File: src/rtl/fifo_word_packer.sv
// -----------------------------------------------------------------------------
// fifo_word_packer
//
// Drains a byte-wide synchronous FIFO and packs PACK_RATIO consecutive bytes
// into one little-endian word (first byte read lands in lane 0). The packed
// word is presented on a valid/ready handshake. A flush pulse emits whatever
// bytes are currently held as a partial word, with unused upper lanes zeroed.
//
// Ports:
//   clk        rising-edge clock
//   rst        synchronous active-high reset
//   fifo_empty FIFO empty flag
//   rd_vld     FIFO read data valid, one cycle after an accepted rd_en
//   fifo_data  FIFO read data
//   rd_en      FIFO read request (combinational from registered state)
//   flush      single-cycle request to emit the held bytes as a partial word
//   out_valid  packed word valid
//   out_ready  downstream accept
//   out_data   packed word, byte k in bits [k*DATA_WIDTH +: DATA_WIDTH]
//   out_bytes  number of valid bytes in out_data (1..PACK_RATIO)
//   err        sticky: rd_vld seen while no read was in flight
// -----------------------------------------------------------------------------
module fifo_word_packer #(
    parameter int DATA_WIDTH = 8,
    parameter int PACK_RATIO = 4,
    parameter int CNT_WIDTH  = 3
) (
    input  logic                             clk,
    input  logic                             rst,
    input  logic                             fifo_empty,
    input  logic                             rd_vld,
    input  logic [DATA_WIDTH-1:0]            fifo_data,
    output logic                             rd_en,
    input  logic                             flush,
    output logic                             out_valid,
    input  logic                             out_ready,
    output logic [DATA_WIDTH*PACK_RATIO-1:0] out_data,
    output logic [CNT_WIDTH-1:0]             out_bytes,
    output logic                             err
);

    typedef enum logic [1:0] {
        FILL       = 2'd0,
        FLUSH_WAIT = 2'd1,
        EMIT       = 2'd2
    } state_t;

    localparam logic [CNT_WIDTH-1:0] FULL_CNT = CNT_WIDTH'(PACK_RATIO);
    localparam logic [CNT_WIDTH:0]   FULL_SUM = (CNT_WIDTH + 1)'(PACK_RATIO);
    localparam logic [CNT_WIDTH-1:0] CNT_ZERO = {CNT_WIDTH{1'b0}};
    localparam logic [CNT_WIDTH-1:0] CNT_ONE  = CNT_WIDTH'(1);

    // Registered state
    state_t                                    state_r;
    logic [PACK_RATIO-1:0][DATA_WIDTH-1:0]     acc_r;
    logic [CNT_WIDTH-1:0]                      count_r;
    logic                                      inflight_r;
    logic                                      flush_pend_r;
    logic                                      out_valid_r;
    logic [PACK_RATIO-1:0][DATA_WIDTH-1:0]     out_data_r;
    logic [CNT_WIDTH-1:0]                      out_bytes_r;
    logic                                      err_r;

    // Next-state values
    state_t                                    state_next_s;
    logic [PACK_RATIO-1:0][DATA_WIDTH-1:0]     acc_next_s;
    logic [CNT_WIDTH-1:0]                      count_next_s;
    logic                                      flush_pend_next_s;
    logic                                      out_valid_next_s;
    logic [PACK_RATIO-1:0][DATA_WIDTH-1:0]     out_data_next_s;
    logic [CNT_WIDTH-1:0]                      out_bytes_next_s;
    logic                                      err_next_s;
    logic                                      out_free_s;
    logic                                      emit_s;
    logic                                      capture_s;
    logic [CNT_WIDTH:0]                        pending_sum_s;

    // Bytes held plus the byte still on its way must leave room in acc.
    assign pending_sum_s = {1'b0, count_r} + {{CNT_WIDTH{1'b0}}, inflight_r};
    assign rd_en = !rst && !fifo_empty && !flush_pend_r && (pending_sum_s < FULL_SUM);

    assign out_valid = out_valid_r;
    assign out_data  = out_data_r;
    assign out_bytes = out_bytes_r;
    assign err       = err_r;

    // Next-state and datapath decode: capture, emit, flush bookkeeping, FSM.
    always_comb begin
        acc_next_s        = acc_r;
        count_next_s      = count_r;
        flush_pend_next_s = flush_pend_r;
        out_data_next_s   = out_data_r;
        out_bytes_next_s  = out_bytes_r;
        out_valid_next_s  = out_valid_r;
        err_next_s        = err_r;
        state_next_s      = FILL;

        // The output register counts as free in the cycle it is accepted.
        out_free_s = !out_valid_r || out_ready;
        emit_s     = (state_r == EMIT) && out_free_s;
        // A byte arriving with acc already full is dropped.
        capture_s  = rd_vld && (count_r < FULL_CNT);

        if (rd_vld && !inflight_r) begin
            err_next_s = 1'b1;
        end else begin
            err_next_s = err_r;
        end

        if (out_valid_r && out_ready) begin
            out_valid_next_s = 1'b0;
        end else begin
            out_valid_next_s = out_valid_r;
        end

        if (emit_s) begin
            for (int k = 0; k < PACK_RATIO; k++) begin
                if (CNT_WIDTH'(k) < count_r) begin
                    out_data_next_s[k] = acc_r[k];
                end else begin
                    out_data_next_s[k] = {DATA_WIDTH{1'b0}};
                end
            end
            out_bytes_next_s  = count_r;
            out_valid_next_s  = 1'b1;
            flush_pend_next_s = 1'b0;
            // Only a stray (unrequested) byte can coincide with an emit;
            // it starts the next word in lane 0.
            if (capture_s) begin
                acc_next_s[0] = fifo_data;
                count_next_s  = CNT_ONE;
            end else begin
                count_next_s  = CNT_ZERO;
            end
        end else begin
            if (capture_s) begin
                for (int k = 0; k < PACK_RATIO; k++) begin
                    if (count_r == CNT_WIDTH'(k)) begin
                        acc_next_s[k] = fifo_data;
                    end else begin
                        acc_next_s[k] = acc_r[k];
                    end
                end
                count_next_s = count_r + CNT_ONE;
            end else begin
                count_next_s = count_r;
            end
            // Nothing held and nothing in flight: no empty word is produced.
            if (flush && ((count_r != CNT_ZERO) || inflight_r)) begin
                flush_pend_next_s = 1'b1;
            end else begin
                flush_pend_next_s = flush_pend_r;
            end
        end

        // rd_en is the next value of inflight.
        if ((count_next_s == FULL_CNT) ||
            (flush_pend_next_s && (count_next_s != CNT_ZERO) && !rd_en)) begin
            state_next_s = EMIT;
        end else if (flush_pend_next_s) begin
            state_next_s = FLUSH_WAIT;
        end else begin
            state_next_s = FILL;
        end
    end

    // State and output registers with synchronous reset.
    always_ff @(posedge clk) begin
        if (rst) begin
            state_r      <= FILL;
            acc_r        <= {(DATA_WIDTH*PACK_RATIO){1'b0}};
            count_r      <= CNT_ZERO;
            inflight_r   <= 1'b0;
            flush_pend_r <= 1'b0;
            out_valid_r  <= 1'b0;
            out_data_r   <= {(DATA_WIDTH*PACK_RATIO){1'b0}};
            out_bytes_r  <= CNT_ZERO;
            err_r        <= 1'b0;
        end else begin
            state_r      <= state_next_s;
            acc_r        <= acc_next_s;
            count_r      <= count_next_s;
            inflight_r   <= rd_en;
            flush_pend_r <= flush_pend_next_s;
            out_valid_r  <= out_valid_next_s;
            out_data_r   <= out_data_next_s;
            out_bytes_r  <= out_bytes_next_s;
            err_r        <= err_next_s;
        end
    end

endmodule

File: config.mk
export PLATFORM = sky130hd
export DESIGN_NAME = fifo_word_packer
export DESIGN_NICKNAME = d
export VERILOG_FILES = /design/src/rtl/fifo_word_packer.sv
export SDC_FILE = /design/constraint.sdc
export NUM_CORES = 1
export LEC_CHECK = 0
export CORE_MARGIN = 4
export CORE_UTILIZATION = 54
export CTS_BUF_LIST = sky130_fd_sc_hd__clkbuf_2 sky130_fd_sc_hd__clkbuf_4 sky130_fd_sc_hd__clkbuf_8
export CTS_CLUSTER_DIAMETER = 50
export CTS_CLUSTER_SIZE = 16
export DETAILED_ROUTE_END_ITERATION = 10
export PLACE_DENSITY = 0.82
export SYNTH_ARGS = -nofsm -noshare
export SYNTH_HDL_FRONTEND = slang
export SYNTH_SLANG_ARGS = --single-unit
File: constraint.sdc
create_clock -name clk -period 2.1 [get_ports clk]
set_input_delay 0.525 -clock clk [delete_from_list [all_inputs] [get_ports clk]]
set_output_delay 0.525 -clock clk [all_outputs]
set_load 0.01 [all_outputs]
After elaboration in Yosys (flattened, before gate mapping)
Index checks and enable logic that the tools add are counted.
{"block": "totals", "reg_bits": 76}
{"block": "op_classes", "mux": 17, "n_eq_ne": 5, "bitwise_logic": 1, "n_reduce_logical": 29, "n_addsub": 2, "n_lt_le_gt_ge": 6}
{"operator": "$mux 8", "n": 8}
{"operator": "$logic_and 1x1->1", "n": 10}
{"operator": "$reduce_and 3->1", "n": 3}
{"operator": "$eq 3x2->1 const B", "n": 2}
{"operator": "$logic_not 1->1", "n": 6}
{"operator": "$lt 1x3->1 const A", "n": 2}
{"operator": "$lt 2x3->1 const A", "n": 2}
{"operator": "$mux 1", "n": 6}
{"operator": "$mux 3", "n": 2}
{"operator": "$reduce_bool 3->1", "n": 2}
{"operator": "$add 3x1->4", "n": 1}
{"operator": "$lt 4x3->1 const B", "n": 1}
{"operator": "$reduce_bool 2->1", "n": 2}
{"operator": "$add 3x1->3 const B", "n": 1}
{"operator": "$eq 3x1->1 const B", "n": 1}
{"operator": "$eq 3x3->1 const B", "n": 1}
{"operator": "$logic_not 3->1", "n": 1}
{"operator": "$logic_or 1x1->1", "n": 3}
{"operator": "$lt 3x3->1 const B", "n": 1}
{"operator": "$eq 2x2->1 const B", "n": 1}
{"operator": "$mux 2", "n": 1}
{"operator": "$reduce_and 2->1", "n": 1}
{"operator": "$reduce_or 2->1", "n": 1}
{"operator": "$not 1->1", "n": 1}

Logic depth before layout (Yosys ltp)
{"block": "depth", "depth_word": 9, "ltp_mapped": 7, "mapped_depth_nobuf": 6}

Worst setup path before layout
No wires, ideal clock.
{"block": "synth_path", "kind": "register -> register", "startpoint": "register count_r[0]", "endpoint": "register state_r[1]", "arrival_time_ps": 1514, "required_time_ps": 1970, "stages_incl_launch_ff": 8, "setup_slack_ps": 456, "path_buffers": 1, "period_less_slack_ps": 1644, "cell_sequence": "dfxtp_1 > buf_2 > inv_1 > ha_1 > and4b_1 > mux2_2 > a41oi_1 > nor3_1"}
{"block": "synth_via", "elab_chain_len": 9, "elab_cells_between_ends": 21, "cone_classes": "add/sub (2); order compare (2); eq/ne (1); mux (6); reduce/logical (10)"}
{"item": "from (decl)", "line_no": "56", "text": "logic [CNT_WIDTH-1:0] count_r;"}
{"item": "from (signal assigned)", "line_no": "182", "text": "count_r <= count_next_s;"}
{"item": "branches (longest 7 deep; another with $add 3x1->4)"}
{"item": "$logic_or 1x1->1 (*)", "line_no": "157", "text": "if ((count_next_s == FULL_CNT) ||"}
{"item": "$mux 2 (*)", "line_no": "157"}
{"item": "to (signal assigned)", "line_no": "180", "text": "state_r <= state_next_s;"}
{"item": "to (decl)", "line_no": "54", "text": "state_t state_r;"}
Every way passes the cells marked *.
A chain may end at the register's enable or synchronous reset.

Worst setup path in the final report
{"block": "layout_path", "startpoint": "input fifo_empty", "endpoint": "output rd_en"}
{"block": "layout_via", "elab_chain_len": 4}
{"item": "from (decl)", "line_no": "30", "text": "input logic fifo_empty,"}
{"item": "$logic_not 1->1", "line_no": "80", "text": "assign rd_en = !rst && !fifo_empty && !flush_pend_r && (pending_sum_s < FULL_SUM);"}
{"item": "$logic_and 1x1->1 (3 in a row)", "line_no": "80"}
{"item": "to (decl)", "line_no": "33", "text": "output logic rd_en,"}
No other way between the ends.

==> results.txt <==
- Status: completed
* Number of buffers inserted during clock tree synthesis: 9
* Deepest level of the CTS H-tree: 3
- At the later pin of the worst-skew pair, clock insertion delay measures 340 ps.
- Along the worst path, the maximum fanout reaches 2.
* Worst-Margin Slew: 727 ps
- Max-slew violation count: 0
* Synthesized area: 2930 um2
- In the post-route analysis, the smallest setup slack over all paths is 101 ps.
* Combinational fraction of design power: 11.3%
- DRC: 0
- Pwr dens: 824 nW/um2
* Synthesis-to-layout area growth: 30.8%
- Largest stage delay on the critical path: 420 ps
- Once detailed placement completed, the half-perimeter wirelength came to 4.70 mm.
- Post-layout net count: 390
- Headroom to the max-slew limit: 51.5%
- First-pass GRT wire length: 11.6 mm
- DR vias: 2461
- The die covers 6660 um2.
- All-Layer GR Usage: 23.1%
- Net switching is 23.6% of the power.
* Leakage power of the design: 1.55 nW
* Top-level I/O count: 52
* Number of sinks on the clock net: 76
* Source of the worst hold timing path: out_data[10]
- Critical path startpoint: fifo_empty
* Remaining global-route overflow: 0
* Effective utilization at floorplan: 56.6%
- The congestion estimate from routability-driven global placement came to 0.835.
- Counting every net in the synthesized netlist gives 332.
- Post-place setup slack: -221 ps
* Final Routed Wirelength: 7.00 mm
- Yosys synthesis warning count: 0
- Count of input and output buffers: 51
- Achievable frequency: 500 MHz
- Number of optimization iterations in the first detailed-route pass: 4
- Total of fill cells in the finished design: 388
* Netlist cell types: 33
- The share of total power dissipated in sequential elements is 48.0%.
- Maximum number of pins on one net before global-route repair: 75
- Die Wd: 81.6 um
- In this run, synthesis produced a sequential element count of 76.
* Number of antenna repair diodes: 0
- Maximum Capacitance Violations: 0
- In this run the standard cell core region covers 5170 um2.
- Synthesized area per cell: 9.29 um2
* Element type at the critical path end: output port
- Drt first-iter violations: 158
* FF-to-FF Start: count_r[1]
* Combined buffer and inverter count along the critical path: 3
- Period Utilization, post-route: 95.2%
- Highest-delay cell along the critical path: clkdlybuf4s50_1
- Vias per Instance: 5.49
- Launching element type of the critical path: primary input
- For the worst setup path, the data arrival time is 1470 ps.
- Cell total after placement: 432
- In this run the clock root is driven by a clkbuf_8.
* Final Non-Filler Cells: 448
- After detailed routing, the average wire length per cell comes to 15.6 um.
- The number of setup buffers added after CTS is 0.
- The die is 81.6 um tall.
- Final Hold Violating Endpoints: 0
* Classification of the worst-slack hold path: flip-flop to flip-flop
* Clock network fraction of design power: 40.8%
- Walking the worst path, the cells encountered are clkdlybuf4s50_1 -> nor4_2 -> nand2_1 -> inv_1 -> clkdlybuf4s15_1.
- Final critical path time including I/O delays and setup: 2000 ps
* Clock Tree Buf Depth: 2
- Clock-pin slew was measured on the worst setup and hold paths at 80 ps.
- The critical path in this run is classified as primary input to output port.
- Synth Instances: 315
- Cell family with most CP delay: buffers and inverters
- Vias in the first global route: 2439
- For the worst setup path, the data required time is 1570 ps.
- Peak VDD IR: 0.000955 V
* Post-synthesis sequential area ratio: 52.0%
- Setup repair after global routing left no endpoint under its margin.
- TritonCTS clock tree: built
- The initial antenna violation count was 0.
* Fin Clk Skew: 6.74 ps
- The count of nets left with antenna violations once routing finished came out at 0.
- Internal power comes to 2.41 mW.
- The post-route netlist has 12.2% of its cells at a drive strength greater than 1.
- Standard-cell rows: 26
- Smallest hold slack: 452 ps
* Final Setup Violations: 0
* Net Switching: 0.744 mW
-- worst paths after layout --
| check | slack (ps) | depth (start not counted) | endpoint |
|---|---|---|---|
| setup reg to reg | 330 | 6 | state_r[1] |
| hold reg to reg | 450 | 2 | out_data[10] |
| setup / recovery | 100 | 5 | rd_en |
| hold / removal | 450 | 2 | out_data[10] |
-- metal layers --
layer  wire length (um)  GRT usage, %  up-vias  share of wire (%)
met3                368          5.15       14                5.3
li1                   -             -     1200                  -
met4                146          10.8        0                2.1
met1               2910          27.6     1167                 42
met5                  0             0        -                  0
met2               3580          39.4       80                 51
-- kinds of logic after synthesis --
group           synth area share (%)
xor+xnor                       0.299
buf+inv                         4.70
flops                           52.0
simple gates                    18.1
compound gates                  15.0
fa+ha+maj                       1.28
mux                             8.59
-- power by group through the flow --
stage / combinational, mW / clock [mW] / sequential [mW]
floorplan: 0.220 / 0 / 1.54
finish: 0.355 / 1.29 / 1.51
global route: 0.389 / 1.36 / 1.52
global placement: 0.341 / 0 / 1.54
detailed placement: 0.350 / 0 / 1.55
CTS: 0.353 / 1.30 / 1.51
-- cells in the mapped netlist --
cell	count	area, um2
a2111o_1	1	11.3
a21o_1	1	7.51
a21oi_1	35	175
a22oi_1	16	120
a41oi_1	1	8.76
and3_1	1	6.26
and4b_1	1	10.0
buf_2	8	40.0
buf_4	2	15.0
buf_6	2	22.5
clkbuf_1	11	41.3
dfxtp_1	76	1520
ha_1	3	37.5
inv_1	5	18.8
mux2_2	1	11.3
mux2i_1	24	240
nand2_1	26	97.6
nand2b_1	2	12.5
nand2b_4	1	13.8
nand3_1	25	125
nor2_1	46	173
nor2_2	1	6.26
nor2b_1	3	18.8
nor3_1	4	20.0
nor3_2	2	20.0
nor4_1	2	12.5
nor4b_1	1	8.76
o2111ai_4	1	26.3
o211ai_1	1	7.51
o211ai_4	2	42.5
o21ai_0	8	40.0
or2_2	1	6.26
xnor2_1	1	8.76
-- worst reg2reg max path, delay by kind of cell, from the launching register on --
kind	cells	cell delay, ps
buf+inv	1	140
mux	1	270
simple gates	2	270
fa+ha+maj	1	340
flops	1	440
compound gates	1	160
-- metrics by stage --
step	utilization [%]	power, mW	setup TNS (ps)	instance area, um2
after global routing	74.0	3.27	0	3830
after detailed placement	69.2	1.90	-221	3580
after CTS	73.9	3.16	0	3820
after floorplan	-	1.76	0	2930
final	74.0	3.15	0	3830
after global placement	69.2	1.89	-183	3580
-- placed cells by master, fill, tap and decap left out, types with 2 or more instances in the layout --
master           netlist  final
clkdlybuf4s50_1        0     49
nand2_1               26     26
o211ai_4               2      2
nor3_1                 4      4
dfxtp_1               76     76
nor3_2                 2      2
a22oi_1               16     16
inv_1                  5      5
nor2_1                46     46
buf_4                  2     16
nor2b_1                3      3
mux2i_1               24     24
ha_1                   3      3
a21oi_1               35     35
bufinv_16              0      2
clkbuf_8               0     12
o21ai_0                8      8
buf_12                 0      3
nand2b_1               2      2
nand3_1               25     25
-- sequential cells by signal, summed over array words and instances, names as in the netlist --
register      cells
out_bytes         3
flush_pend_r      1
err               1
state_r           2
out_data         32
count_r           3
out_valid         1
acc_r            32
inflight_r        1
-- area by class of cell --
class	count	area, um2	share of cell area (%)
Clock buffer	13	173	4.51
Multi-Input combinational cell	211	1270	33.3
Inverter	5	18.8	0.490
Clock inverter	3	67.6	1.77
Timing Repair Buffer	70	686	17.9
Sequential cell	76	1520	39.8
Tap cell	70	87.6	2.29
-- timing repair --
item | in CTS | in global routing
resized for setup | 1 | 2
cloned | 0 | 0
hold endpoints to repair | 0 | 0
hold buffers | 0 | 0
endpoints found under the setup margin | 1 | 1
No activity file was read; power rests on OpenSTA's default activity.
